`src/rtl/banyan_pkg.sv`:
```
// Shared types and routing helper for the 4x4 banyan scheduler and its reference model.
package banyan_pkg;

    localparam int N_PORTS = 4;
    localparam int PORT_W  = 2;
    localparam int DATA_W  = 8;

    typedef logic [PORT_W-1:0] port_idx_t;

    typedef struct packed {
        logic      vld;
        port_idx_t src;
    } lane_tag_t;

    // Stage-1 sel follows the granted packet's half; stage-2 sel follows its low dest bit.
    function automatic logic [3:0] route_sel(input logic [N_PORTS-1:0] grant,
                                             input logic [N_PORTS*PORT_W-1:0] dests);
        logic [3:0] s;
        port_idx_t  d [N_PORTS];
        for (int i = 0; i < N_PORTS; i++) begin
            d[i] = dests[PORT_W*i +: PORT_W];
        end
        s = '0;
        s[0] = grant[0] ? d[0][1] : (grant[1] ? ~d[1][1] : 1'b0);
        s[1] = grant[2] ? d[2][1] : (grant[3] ? ~d[3][1] : 1'b0);
        for (int h = 0; h < 2; h++) begin
            if      (grant[0] && d[0][1] == h[0]) s[2+h] = d[0][0];
            else if (grant[1] && d[1][1] == h[0]) s[2+h] = d[1][0];
            else if (grant[2] && d[2][1] == h[0]) s[2+h] = ~d[2][0];
            else if (grant[3] && d[3][1] == h[0]) s[2+h] = ~d[3][0];
        end
        return s;
    endfunction

endpackage

```
`src/rtl/banyan_alloc.sv`:
```
// Greedy round-robin allocator: grants inputs whose stage-1 link and output are both free.
// Combinational, zero latency; an ungranted input simply sees in_ready low (backpressure).
module banyan_alloc
    import banyan_pkg::*;
(
    input  logic                           en,
    input  logic      [N_PORTS-1:0]        in_valid,
    input  port_idx_t [N_PORTS-1:0]        dest,
    input  port_idx_t                      rr_ptr,
    output logic      [N_PORTS-1:0]        grant,
    output port_idx_t                      first_idx,
    output logic                           any_grant
);

    logic [3:0] link_used;
    logic [3:0] out_used;
    port_idx_t  idx;
    logic [1:0] link;

    always_comb begin
        grant     = '0;
        first_idx = '0;
        any_grant = 1'b0;
        link_used = '0;
        out_used  = '0;
        idx       = '0;
        link      = '0;
        for (int k = 0; k < N_PORTS; k++) begin
            idx  = rr_ptr + 2'(k);
            link = {idx[1], dest[idx][1]};
            if (en && in_valid[idx] && !link_used[link] && !out_used[dest[idx]]) begin
                grant[idx]           = 1'b1;
                link_used[link]      = 1'b1;
                out_used[dest[idx]]  = 1'b1;
                if (!any_grant) begin
                    first_idx = idx;
                end
                any_grant = 1'b1;
            end
        end
    end

endmodule

```
`src/rtl/switch_4_by_4.sv`:
```
// Two-stage 4x4 banyan fabric of 2x2 crossbar elements; purely combinational.
// sel[1:0] steer input pairs onto half links, sel[3:2] steer halves onto output lanes.
module switch_4_by_4 (
    input  logic [3:0]  sel,
    input  logic [31:0] in_data,
    output logic [31:0] out_data
);

    logic [7:0] l00, l01, l10, l11;

    assign l00 = sel[0] ? in_data[15:8]  : in_data[7:0];
    assign l01 = sel[0] ? in_data[7:0]   : in_data[15:8];
    assign l10 = sel[1] ? in_data[31:24] : in_data[23:16];
    assign l11 = sel[1] ? in_data[23:16] : in_data[31:24];

    assign out_data[7:0]   = sel[2] ? l10 : l00;
    assign out_data[15:8]  = sel[2] ? l00 : l10;
    assign out_data[23:16] = sel[3] ? l11 : l01;
    assign out_data[31:24] = sel[3] ? l01 : l11;

endmodule

```
`src/rtl/banyan_scheduler.sv`:
```
// Scheduler + output stage for the 4x4 banyan: grant, route, register; grant-to-output latency 2.
// Inputs are backpressured via in_ready (grant); output lanes never stall.
module banyan_scheduler
    import banyan_pkg::*;
#(
    parameter int DATA_W = 8,
    parameter int CNT_W  = 16
) (
    input  logic                  clk,
    input  logic                  rst,
    input  logic                  en,
    input  logic [3:0]            in_valid,
    output logic [3:0]            in_ready,
    input  logic [7:0]            in_dest,
    input  logic [4*DATA_W-1:0]   in_data,
    output logic [3:0]            out_valid,
    output logic [4*DATA_W-1:0]   out_data,
    output logic [7:0]            out_src,
    output logic [CNT_W-1:0]      blocked_cnt
);

    if (DATA_W != banyan_pkg::DATA_W) begin : g_bad_width
        $error("banyan_scheduler: DATA_W must be 8 to match switch_4_by_4");
    end

    port_idx_t [N_PORTS-1:0]             dest;
    logic      [N_PORTS-1:0]             grant;
    port_idx_t                           first_idx;
    logic                                any_grant;
    logic      [4*DATA_W-1:0]            sw_out;

    port_idx_t                           rr_ptr_q, rr_ptr_d;
    logic      [4*DATA_W-1:0]            s1_data_q, s1_data_d;
    logic      [3:0]                     sel_q, sel_d;
    lane_tag_t [N_PORTS-1:0]             s1_tag_q, s1_tag_d;
    logic      [3:0]                     out_valid_q, out_valid_d;
    logic      [4*DATA_W-1:0]            out_data_q, out_data_d;
    logic      [7:0]                     out_src_q, out_src_d;
    logic      [CNT_W-1:0]               blocked_q, blocked_d;

    assign dest = in_dest;

    banyan_alloc u_alloc (
        .en        (en & ~rst),
        .in_valid  (in_valid),
        .dest      (dest),
        .rr_ptr    (rr_ptr_q),
        .grant     (grant),
        .first_idx (first_idx),
        .any_grant (any_grant)
    );

    switch_4_by_4 u_switch (
        .sel      (sel_q),
        .in_data  (s1_data_q),
        .out_data (sw_out)
    );

    always_comb begin
        rr_ptr_d    = rr_ptr_q;
        s1_data_d   = '0;
        s1_tag_d    = '0;
        sel_d       = route_sel(grant, in_dest);
        out_valid_d = '0;
        out_data_d  = '0;
        out_src_d   = '0;
        blocked_d   = blocked_q;

        if (any_grant) begin
            rr_ptr_d = first_idx + 2'd1;
        end

        // Tags are indexed by destination so they line up with fabric output lanes.
        for (int i = 0; i < N_PORTS; i++) begin
            if (grant[i]) begin
                s1_data_d[DATA_W*i +: DATA_W] = in_data[DATA_W*i +: DATA_W];
                s1_tag_d[dest[i]].vld         = 1'b1;
                s1_tag_d[dest[i]].src         = 2'(i);
            end
        end

        for (int j = 0; j < N_PORTS; j++) begin
            out_valid_d[j]            = s1_tag_q[j].vld;
            out_src_d[PORT_W*j +: PORT_W] = s1_tag_q[j].src;
            if (s1_tag_q[j].vld) begin
                out_data_d[DATA_W*j +: DATA_W] = sw_out[DATA_W*j +: DATA_W];
            end
        end

        if (en && (in_valid & ~grant) != 4'b0 && blocked_q != {CNT_W{1'b1}}) begin
            blocked_d = blocked_q + 1'b1;
        end
    end

    always_ff @(posedge clk) begin
        if (rst) begin
            rr_ptr_q    <= '0;
            s1_data_q   <= '0;
            sel_q       <= '0;
            s1_tag_q    <= '0;
            out_valid_q <= '0;
            out_data_q  <= '0;
            out_src_q   <= '0;
            blocked_q   <= '0;
        end else begin
            rr_ptr_q    <= rr_ptr_d;
            s1_data_q   <= s1_data_d;
            sel_q       <= sel_d;
            s1_tag_q    <= s1_tag_d;
            out_valid_q <= out_valid_d;
            out_data_q  <= out_data_d;
            out_src_q   <= out_src_d;
            blocked_q   <= blocked_d;
        end
    end

    assign in_ready    = grant;
    assign out_valid   = out_valid_q;
    assign out_data    = out_data_q;
    assign out_src     = out_src_q;
    assign blocked_cnt = blocked_q;

endmodule
```
`config.mk`:
```
export PLATFORM = sky130hd
export DESIGN_NAME = banyan_scheduler
export DESIGN_NICKNAME = d
export VERILOG_FILES = /design/src/rtl/banyan_pkg.sv /design/src/rtl/banyan_alloc.sv /design/src/rtl/switch_4_by_4.sv /design/src/rtl/banyan_scheduler.sv
export SDC_FILE = /design/constraint.sdc
export NUM_CORES = 1
export LEC_CHECK = 0
export CAP_MARGIN = 10
export CORE_ASPECT_RATIO = 0.7
export CORE_MARGIN = 4
export CORE_UTILIZATION = 58
export CTS_BUF_LIST = sky130_fd_sc_hd__clkbuf_4 sky130_fd_sc_hd__clkbuf_8
export DETAILED_ROUTE_END_ITERATION = 12
export DONT_BUFFER_PORTS = 1
export MAX_ROUTING_LAYER = met4
export PLACE_DENSITY_LB_ADDON = 0.15
export SYNTH_ARGS = -nofsm -noshare
export SYNTH_HDL_FRONTEND = slang
export SYNTH_SLANG_ARGS = --single-unit
```
`constraint.sdc`:
```
create_clock -name clk -period 13.22 [get_ports clk]
set_clock_uncertainty 0.2 [all_clocks]
set_input_delay 1.983 -clock clk [delete_from_list [all_inputs] [get_ports clk]]
set_output_delay 1.983 -clock clk [all_outputs]
set_load 0.02 [all_outputs]
```
==> results.txt, run 1 <==
Status: complete, no violations
EDFF count, synth: 0
Worst Max-Slew Pin Slew: 0.904 ns
Commonest non-fill, non-tap cells in the layout: dfxtp_1, nor2b_1, nand2_1, o311a_1, mux2i_1
Leakage power: 2.38 nW
Crit. Startpoint: rr_ptr_q[0]
Syn Inst Count: 598
Critical R2R Launch: rr_ptr_q[0]
Fin nets: 632
Synth Area in Compound Gates: 19.2%
Clk root buf: clkbuf_8
Clock buffer depth: 2
Die height: 90.7 um
Crit path kind: flop to primary output
Switch Pwr: 0.000437 W
Total GRT Usage: 25.7%
Rel. slew slack: 39.7%
Initial DRC count: 593
Buffers on Ports: 0
Final setup fails: 0
HP Class: flop to flop
Simple logic cell fraction of the synthesized area: 21.0%
TritonCTS clock tree: yes
Power density over the cells: 180 nW/um2
DR pass1 iterations: 5
Antenna viol nets, final: 0
Min Hold Slack: 0.243 ns
Total number of vias: 4530
Core area: 9290 um2
Count of final max-slew check failures: 0
Seq/Total Area, Yosys: 38.8%
Required time of the worst setup path: 11.04 ns
Std-Cell Rows: 29
Adder-Cell Fraction of Synth Area: 1.76%
Residual DRC: 0
Chip Width: 126 um
Commonest non-fill, non-tap cell in the layout: dfxtp_1
H-tree lvl count: 3
Ports: 111
Crit path DAT: 4.46 ns
Max Cap Viol: 0
GRT overflow: 0
Final hold vios: 0
Max VDD drop: 113 uV
Vias per inst: 6.42
Post-synthesis mux area share: 11.8%
GPL Wtd Cong: 1.00
Async SR Flop Fraction: 0%
Post-detail-place hpwl: 11200 um
Area growth from synthesis to layout: 3.90%
Setup Buffers After CTS: 0
ANT cells: 0
CP Max Fanout: 28
Cell Int Power: 0.000622 W
CP startpoint kind: flop
Initial Util: 61.1%
Switch share: 41.2%
Final Core Density: 63.4%
Post-Syn Area per Cell: 9.48 um2
Flops & latches, synth: 110
Die ar.: 11500 um2
Setup_tns: 0 ns
RSZ-0062 raised after global routing: false
Post-Syn Area: 5670 um2
Ys Warns: 0
Fmax: 0.150 GHz
Hold bufs inserted after CTS: 0
DR WL/cell: 20.8 um
Largest family of logic cells by synthesized area: simple AND/OR/NAND/NOR gates
WL final: 14700 um
Critical Path Sink Type: primary output
Seq pwr share: 41.7%
Clk sink count: 110
Total CTS buffers: 9
Clock Power Share: 18.7%
CTS resizes: 0
Syn Nets: 653
Final period utilization: 50.3%
Vias in the first global route: 3926
Clk_lat worst skew: 0.38 ns
Comb power frac: 39.6%
Largest net degree at the start of global routing: 44
Clk slew on worst S/H paths: 0.11 ns
Initial antenna violation count: 0
Xor/xnor share of the synthesized area: 2.01%
Crit path time final: 6.65 ns
First-pass GRT wire length: 22700 um
Hold wc startpoint: out_src_d[0]
Yosys cell types: 68
Share of cells above drive strength 1: 8.76%
Synth Flop Type: dfxtp_1
## final timing paths
kind / endpoint / slack (ns) / depth (start not counted)
setup / recovery: in_ready[3] / 6.57 / 11
hold / removal: out_src[0] / 0.24 / 1
setup reg to reg: blocked_cnt[10] / 7.86 / 13
hold reg to reg: out_src[0] / 0.24 / 1
## synthesized netlist by cell type (8+ instances only)
cell type | count | share of area, %
inv_1 | 25 | 1.7
dfxtp_1 | 110 | 39
and2_1 | 17 | 1.9
nor2b_1 | 65 | 7.2
nor3_1 | 8 | 0.71
a211oi_1 | 8 | 1.1
nand2b_1 | 14 | 1.5
ha_1 | 8 | 1.8
mux2i_1 | 26 | 4.6
nand2_1 | 54 | 3.6
xnor2_1 | 11 | 1.7
nor2_1 | 23 | 1.5
a21oi_1 | 12 | 1.1
mux2_1 | 9 | 1.8
clkbuf_1 | 26 | 1.7
o21ai_0 | 8 | 0.71
a31oi_1 | 12 | 1.3
o311a_1 | 32 | 5.6
o31ai_1 | 8 | 1.1
mux4_2 | 11 | 4.4
## power by group through the flow
| stage | Sequential, W | Clock (W) | Combinational, W |
|---|---|---|---|
| 4_1_cts | 0.000441 | 0.000201 | 0.000410 |
| 3_5_place_dp | 0.000449 | 0 | 0.000408 |
| 2_1_floorplan | 0.000420 | 0 | 0.000352 |
| 5_1_grt | 0.000450 | 0.000213 | 0.000452 |
| 6_report | 0.000441 | 0.000198 | 0.000419 |
| 3_3_place_gp | 0.000446 | 0 | 0.000402 |
## area by class of cell
type                    instances  area, um2
flip-flops and latches        110       2200
well taps                     124        155
fillers                       777       3400
multi-input cells             418       3160
clock inverters                 7       77.6
clock buffers                   9        124
inverters                      30        113
repair buffers                  8       60.1
## metrics by stage
step / instance area (um2) / total power, W / worst slack (ns) / std cells
floorplan: 5670 / 0.000772 / 6.63 / 598
detailed placement: 5690 / 0.000857 / 6.76 / 690
finish: 5890 / 0.00106 / 6.57 / 706
CTS: 5890 / 0.00105 / 6.63 / 706
global route: 5890 / 0.00111 / 6.29 / 706
global placement: 5690 / 0.000848 / 6.85 / 690
## registers in the layout, indices dropped and copies added, names as in the netlist
signal / flops
blocked_cnt: 16
out_data: 32
out_src: 8
out_src_d: 8
out_valid: 4
out_valid_d: 4
rr_ptr_q: 2
s1_data_q: 32
sel_q: 4
## cells by family after synthesis
logic type,Yosys count
AOI/OAI and AO/OA,128
adders and majority gates,8
muxes,50
xor gates and xnor gates,13
buffers and inverters,70
DFF,110
and+or+nand+nor,219
## per-layer routing
layer | GRT usage (%) | wire, um | vias up
met3 | 8.04 | 1750 | 10
met2 | 32.3 | 5910 | 238
met1 | 40.3 | 6930 | 2153
met5 | - | 0 | -
met4 | 3.93 | 102 | 0
li1 | - | - | 2129
## critical path, stage by stage (launching register included)
cell,delay (ns)
dfxtp_1,0.33
buf_4,0.36
inv_2,0.21
ha_1,0.75
mux4_2,0.71
o211a_1,0.19
a22oi_2,0.30
nand3_2,0.29
a221oi_1,0.48
a211oi_1,0.09
buf_4,0.20
inv_1,0.16
(Power assumes the default switching activity.)
==> inputs of run 2 (changes only) <==
Clock period 13.22 ns to 6.8 ns, I/O delays scaled along.
==> results.txt, run 2 (synthesis gave the netlist of run 1 again) <==
Status: complete, no violations
Crit path buf inv count: 3 (-1)
Rel. slew slack: 42.5% (+2.8 points)
Final hold vios: 0 (unchanged)
Hold wc startpoint: out_src_d[1]
Clk sink count: 110 (unchanged)
CP startpoint kind: flop
Max Cap Viol: 0 (unchanged)
Total CTS buffers: 9 (unchanged)
Fin area: 5870 um2 (-0.32%)
Area growth from synthesis to layout: 3.57%
Share of cells above drive strength 1: 8.61% (-0.16 points)
ANT cells: 0 (unchanged)
Die height: 90.7 um (unchanged)
Vias per inst: 6.37 (-0.65%)
CP max stage cell: dfxtp_1
Worst Max-Slew Pin Slew: 0.861 ns (-0.0432 ns)
Clk_lat worst skew: 0.38 ns (about the same)
Std-Cell Rows: 29 (unchanged)
CP Max Fanout: 21 (-25%)
WL final: 14400 um (-2.2%)
Buffers on Ports: 0 (unchanged)
Die ar.: 11500 um2 (unchanged)
TritonCTS clock tree: yes
Clk root buf: clkbuf_8
CTS resizes: 0 (unchanged)
Total GRT Usage: 25.4% (-0.32 points)
Largest net degree at the start of global routing: 44 (unchanged)
H-tree lvl count: 3 (unchanged)
Family with the most delay on the worst path: compound AO/OA/AOI/OAI gates
CP most frequent cell: inv_1
Crit path time final: 6.04 ns
Initial antenna violation count: 0 (unchanged)
Crit path kind: flop to primary output
Vias in the first global route: 3978 (+1.3%)
Core area: 9290 um2 (unchanged)
Antenna viol nets, final: 0 (unchanged)
Max VDD drop: 192 uV (+70%)
DR pass1 iterations: 5 (unchanged)
GPL Wtd Cong: 0.909 (-9.1%)
GRT overflow: 0 (unchanged)
Final period utilization: 88.8%
DR WL/cell: 20.4 um (-2.0%)
Required time of the worst setup path: 5.58 ns (-5.46 ns)
Setup Buffers After CTS: 0 (unchanged)
HP Class: flop to flop
Commonest non-fill, non-tap cells in the layout: dfxtp_1, nor2b_1, nand2_1, o311a_1, mux2i_1
Post-Place Setup Slack: 1.22 ns (-5.54 ns)
Chip Width: 126 um (unchanged)
First-pass GRT wire length: 22600 um (-0.73%)
Total number of vias: 4494 (-0.79%)
Count of final max-slew check failures: 0 (unchanged)
Fmax: 0.166 GHz
Commonest non-fill, non-tap cell in the layout: dfxtp_1
RSZ-0062 raised after global routing: false
Clk slew on worst S/H paths: 0.11 ns (about the same)
Initial DRC count: 560 (-5.6%)
Clock buffer depth: 2 (unchanged)
Leakage power: 2.37 nW (-0.37%)
Residual DRC: 0 (unchanged)
Sequence of cells on the critical path: inv_1 > ha_1 > mux4_2 > o211a_1 > a22oi_2 > nand3_2 > a31o_2 > a211oi_1 > buf_4 > inv_1
Critical R2R Launch: rr_ptr_q[1]
Critical Path Sink Type: primary output
Ports: 111 (unchanged)
Initial Util: 61.1% (unchanged)
Fin nets: 631 (-0.16%)
Number of fillers in the final layout: 821 (+5.7%)
Final setup margin: 0.761 ns (-5.81 ns)
Area post-placement: 5680 um2 (-0.13%)
Crit. Startpoint: rr_ptr_q[1]
Overall power: 0.00203 W (+92%)
CP peak stage delay: 0.85 ns (+0.10 ns)
Hold bufs inserted after CTS: 0 (unchanged)
Power density over the cells: 345 nW/um2 (+92%)
Final setup fails: 0 (unchanged)
Post-detail-place hpwl: 10800 um (-3.6%)
Crit path DAT: 4.82 ns (+0.36 ns)
Setup_tns: 0 ns (unchanged)
run 2: cell count changes in the layout (fill, tap and decap cells not counted):
cell	previous run	this run
clkinv_8	2	1
inv_6	3	2
clkinv_4	0	1
buf_4	8	7
clkinv_2	0	1
run 2: through the flow:
step	utilization [%]	cells	hold slack [ns]
2_1_floorplan	-	598	0.214
3_3_place_gp	61.2	689	0.219
3_5_place_dp	61.2	689	0.223
4_1_cts	63.2	705	0.245
5_1_grt	63.2	705	0.249
6_report	63.2	705	0.247
run 2: path summary, 6_finish.rpt:
check,end,slack (ns),cells past startpoint
worst max register to register,blocked_cnt[8],1.10,12
worst min register to register,out_src[1],0.25,1
worst min-delay path,out_src[1],0.25,1
worst max-delay path,in_ready[0],0.76,10
run 2: cell type report:
type | count | area, um2 | area share [%]
multi-input cells | 418 | 3160 | 53.8
flip-flops and latches | 110 | 2200 | 37.5
well taps | 124 | 155 | 2.64
clock buffers | 9 | 124 | 2.11
inverters | 30 | 113 | 1.92
clock inverters | 7 | 66.3 | 1.13
repair buffers | 7 | 52.6 | 0.895
run 2: report_power, final:
| part | total (W) | switching (W) | internal, W |
|---|---|---|---|
| sequential | 0.000870 | 0.000128 | 0.000742 |
| combinational | 0.000779 | 0.000461 | 0.000319 |
| clock | 0.000379 | 0.000237 | 0.000142 |
run 2: per-layer routing:
metal  global-route usage, %  share of wire, %  vias to the layer above
met2                    33.3                40                      218
li1                        -                 -                     2121
met3                    7.98                12                       12
met4                    4.64              0.83                        0
met5                       -                 0                        -
met1                    38.3                47                     2143
